<file path="src/rtl/add3.sv">
// rtl/add3.sv - registered BCD add-3 correction cell for double-dabble conversion
module add3 (
    input  logic       clk,
    input  logic       rst_n,
    input  logic [3:0] num,
    output logic [3:0] out,
    output logic       adj
);

    logic       next_adj;
    logic [3:0] next_out;

    // Correct digits of 5 or more by adding 3; the 4-bit sum wraps on overflow
    always_comb begin
        next_adj = (num >= 4'd5);
        next_out = num;
        if (next_adj) begin
            next_out = num + 4'd3;
        end
    end

    // Capture the corrected digit every cycle; reset clears outputs immediately
    always_ff @(posedge clk or negedge rst_n) begin
        if (!rst_n) begin
            out <= 4'd0;
            adj <= 1'b0;
        end else begin
            out <= next_out;
            adj <= next_adj;
        end
    end

endmodule

</file>
<file path="config.mk">
export PLATFORM = sky130hd
export DESIGN_NAME = add3
export DESIGN_NICKNAME = d
export VERILOG_FILES = /design/src/rtl/add3.sv
export SDC_FILE = /design/constraint.sdc
export NUM_CORES = 1
export LEC_CHECK = 0
export CAP_MARGIN = 20
export CORE_AREA = 4 4 41 43
export CTS_CLUSTER_DIAMETER = 40
export DETAILED_ROUTE_END_ITERATION = 16
export DIE_AREA = 0 0 45 47
export MAX_ROUTING_LAYER = met4
export PLACE_DENSITY = 0.5
export SYNTH_ARGS = -nofsm -noshare
export SYNTH_HDL_FRONTEND = slang
export SYNTH_SLANG_ARGS = --single-unit
</file>
<file path="constraint.sdc">
create_clock -name clk -period 1.5 [get_ports clk]
set_clock_uncertainty 0.1 [all_clocks]
set_input_delay 0.3 -clock clk [delete_from_list [all_inputs] [get_ports clk]]
set_output_delay 0.3 -clock clk [all_outputs]
set_load 0.01 [all_outputs]
</file>
==> impl.org <==
** Final layout
- Of the cells placed in the final design, the portion with a size suffix greater than 1 is 25.64%.
- Number of standard cells in the final layout excluding fillers :: 54
- Multi-input gate area in the final layout :: 111.4 um^2
- Area Overhead vs Synth :: 79.47%
- At the end of the flow the core is filled with cells to 32.79%.
- Cell area after layout :: 426.7 um^2
- 0 antenna diodes ended up in the layout.
- Sequential standard cell area :: 125.1 um^2
- Number of fillers in the final layout :: 143
- In the final design database the tool counted 48 nets.

** Synthesis
- Mean post-synth cell area :: 10.81 um^2
- Fraction of the yosys area taken by sequential cells :: 52.63%
- Most instantiated cells after synthesis :: dfrtp_1, nand2_1, inv_1
- Netlist area before placement :: 237.7 um^2
- Dominant cell type by area after synthesis :: dfrtp_1
- Share of async-settable or async-resettable flops after synthesis :: 100.0%
- In the synthesized netlist the dominant register cell turns out to be dfrtp_1.
- In the post-synthesis netlist, the cell with the most instances is dfrtp_1.
- Unique masters post-synth :: 10
- Summed over its instances, the top area cell type makes up 52.63% of the synthesized netlist area.
- Ranking of synthesized cells by area :: dfrtp_1, ha_1, a21oi_4
- In this run, synthesis inferred 0 flip-flops with an integrated enable.
- Number of warnings issued by yosys :: 0
- Synthesis inferred 5 register bits.
- Gate count after technology mapping :: 22
- The number of nets handed over by synthesis was 30.

** Pwr
- Summed over all cells, the static leakage comes to 0.2381 nW.
- Overall power of the completed layout :: 0.0003794 W
- Sequential power share :: 39.6%
- Switching pwr :: 0.00008455 W
- The internal portion of the total power is 0.0002948 W.
- For this design the ratio of total power to cell area is 889.2 mW/mm^2.
- In this run switching power makes up 22.28% of total power.
- Combinational cells account for 21.6% of the total power.
- The worst-case IR drop observed on VDD is 212.8 uV.
- Per report_power, the clock group accounts for 38.9% of the total.

** Floorplanning
- IO Count :: 11
- The total area inside the core boundary comes to 0.001301 mm^2.
- Die Area :: 0.002115 mm^2
- The initial utilization of the core area, before any placement, comes to 18.27%.
- Die extent in y :: 47 um
- Die boundary width :: 45 um
- The floorplan has 13 rows.

** Global routing
- Wire length of the first global-routing pass :: 738 um
- Overflow after GRT :: 0
- The number of antenna violations at the first check in global routing came to 0.
- GR Util met2 :: 8.475%
- Vias in the first global route :: 213
- Tot GR Track Use :: 5.670%
- GR Util met3 :: 2.682%
- Entering global routing, the biggest net connects 6 pins.
- After global routing, the most crowded layer is met2.
- Global Route met1 Usage :: 4.640%

** CTS
- Post-CTS timing repair inserted 0 buffers for setup.
- Maximum buffer depth of the clock tree :: 2
- Clock sink total :: 5
- TritonCTS built the clock tree.
- Register clock-pin slew on the reported worst setup and hold paths :: 0.04 ns
- Number of hold buffers added after cts :: 0
- Root buffer cell :: clkbuf_4
- CTS H-tree depth :: 1
- TritonCTS Buffers :: 3

** Detailed routing
- DRC violation total after the first TritonRoute iteration :: 0
- For this run, design rule violations remaining after detail routing come to 0.
- Number of detailed-routing iterations run before antenna repair :: 1
- Number of antenna-violating nets in the routed design :: 0
- Detailed-route via count :: 200
- Routed via count divided by cell count :: 3.704
- Wire length per cell after detailed routing :: 8.963 um
- Wires add up to 484 um.

** Setup path
- Critical-path cell list :: clkdlybuf4s50_1
- STA classifies the critical path endpoint as an output port.
- Highest-delay cell along the critical path :: clkdlybuf4s50_1
- Data on the critical path arrives at its endpoint at 1.07 ns.
- Highest net fanout along the worst path :: 1
- Together, buffers and inverters on the worst path number 1.
- The critical path is of the reg2out type.
- The cell family contributing the most delay on the critical path is buffers and inverters.
- Required time worst endpoint :: 1.10 ns
- The largest single stage delay on the critical path is 0.53 ns.
- Startpoint Class :: flop

** Place
- Port buffering added 10 buffers.
- Placed wire-length estimate after detailed placement :: 406.5 um
- Once placement completed, the tool counted placed cells totaling 50.
- The congestion estimate from routability-driven global placement came to 0.6537.
- Standard cell area after detailed placement :: 379.1 um^2

** Timing
- Number of endpoints with negative hold slack in the final report :: 0
- Pin slew with the least headroom to its limit :: 0.2133 ns
- For this run, the top clock speed supported by timing is 680.0 MHz.
- Hold slack :: 0.1808 ns
- Final Cycle Share :: 98.04%
- The clock period could shrink to 1.471 ns.
- Setup violations remaining at the end of the flow were counted as 0.
- Worst max-slew margin expressed relative to the limit :: 85.74%
- The total count of max-transition violations in the final report is 0.
- Setup repair after global routing left no endpoint under its margin.

** Worst hold path
- The min-delay analysis places its worst path in the category in2async.

** Run status
- The run finished with clean final reports.

** Run
- Max-cap violations in this run came to 0.
[placed cells by master, fill, tap and decap left out]
| master | synthesis | final |
|---|---|---|
| dfrtp_1 | 5 | 5 |
| dlymetal6s2s_1 | 0 | 5 |
| nand2_1 | 4 | 4 |
| clkdlybuf4s50_1 | 0 | 4 |
| clkbuf_4 | 0 | 3 |
| buf_4 | 0 | 3 |
| inv_1 | 3 | 2 |
| o21ai_1 | 2 | 2 |
| nand2b_4 | 0 | 1 |
| a21oi_4 | 1 | 1 |
| nor2_1 | 1 | 1 |
| inv_2 | 0 | 1 |
| mux2i_1 | 1 | 1 |
| xnor2_1 | 1 | 1 |
| nand2b_1 | 2 | 1 |
| ha_2 | 0 | 1 |
| ha_1 | 2 | 1 |
| clkbuf_1 | 0 | 1 |
| dlygate4sd2_1 | 0 | 1 |
[state kept, by name (all words and copies together) (netlist names)]
| signal | count |
|---|---|
| adj | 1 |
| out | 4 |
[logic make-up after synthesis]
| group | share of synthesized area [%] |
|---|---|
| AOI/OAI and AO/OA | 11.05 |
| muxes | 4.211 |
| adders and majority gates | 10.52 |
| DFF | 52.63 |
| xor gates and xnor gates | 3.685 |
| and+or+nand+nor | 13.15 |
| buffers and inverters | 4.737 |
[per-stage QoR]
step	setup WS, ns	setup TNS (ns)
after global routing	0.004875	0
after global placement	-0.2646	-0.7676
final	0.02938	0
after CTS	0.008595	0
after floorplan	0.2770	0
after detailed placement	-0.3207	-0.9497
[timing repair]
action / in CTS / in global routing
pin swaps: 1 / 1
setup endpoints to repair: 2 / 4
gates cloned: 0 / 0
gates resized for setup: 2 / 7
[path summary, 6_finish.rpt]
| kind | cells after the start | slack [ns] | endpoint | from |
|---|---|---|---|---|
| min | 1 | 0.18 | out[3]$_DFF_PN0_ | rst_n |
| max in group asynchronous | 1 | 0.94 | out[0]$_DFF_PN0_ | rst_n |
| min in group clk | 4 | 0.33 | out[3]$_DFF_PN0_ | num[1] |
| max | 1 | 0.03 | out[0] | out[0]$_DFF_PN0_ |
[per-layer routing]
metal	part of all wire (%)	vias to the layer above
met2	50	11
met5	0	-
met4	0	0
li1	-	101
met3	15	0
met1	35	88
[cell type report]
type                       instances  area share, %
clock buffer                       4          6.158
multi-input combinational         14          26.10
tap                               15          4.399
inverter                           3          2.639
sequential                         5          29.33
timing repair buffer              13          31.38
[power by group through the flow]
stage               sequential (W)  clock [W]  combinational (W)
floorplan                 0.000160          0          0.0000216
global placement          0.000152          0          0.0000823
detailed placement        0.000153          0          0.0000832
CTS                       0.000151   0.000159          0.0000849
global route              0.000151   0.000164          0.0000889
finish                    0.000150   0.000147          0.0000818
(Power assumes the default switching activity.)
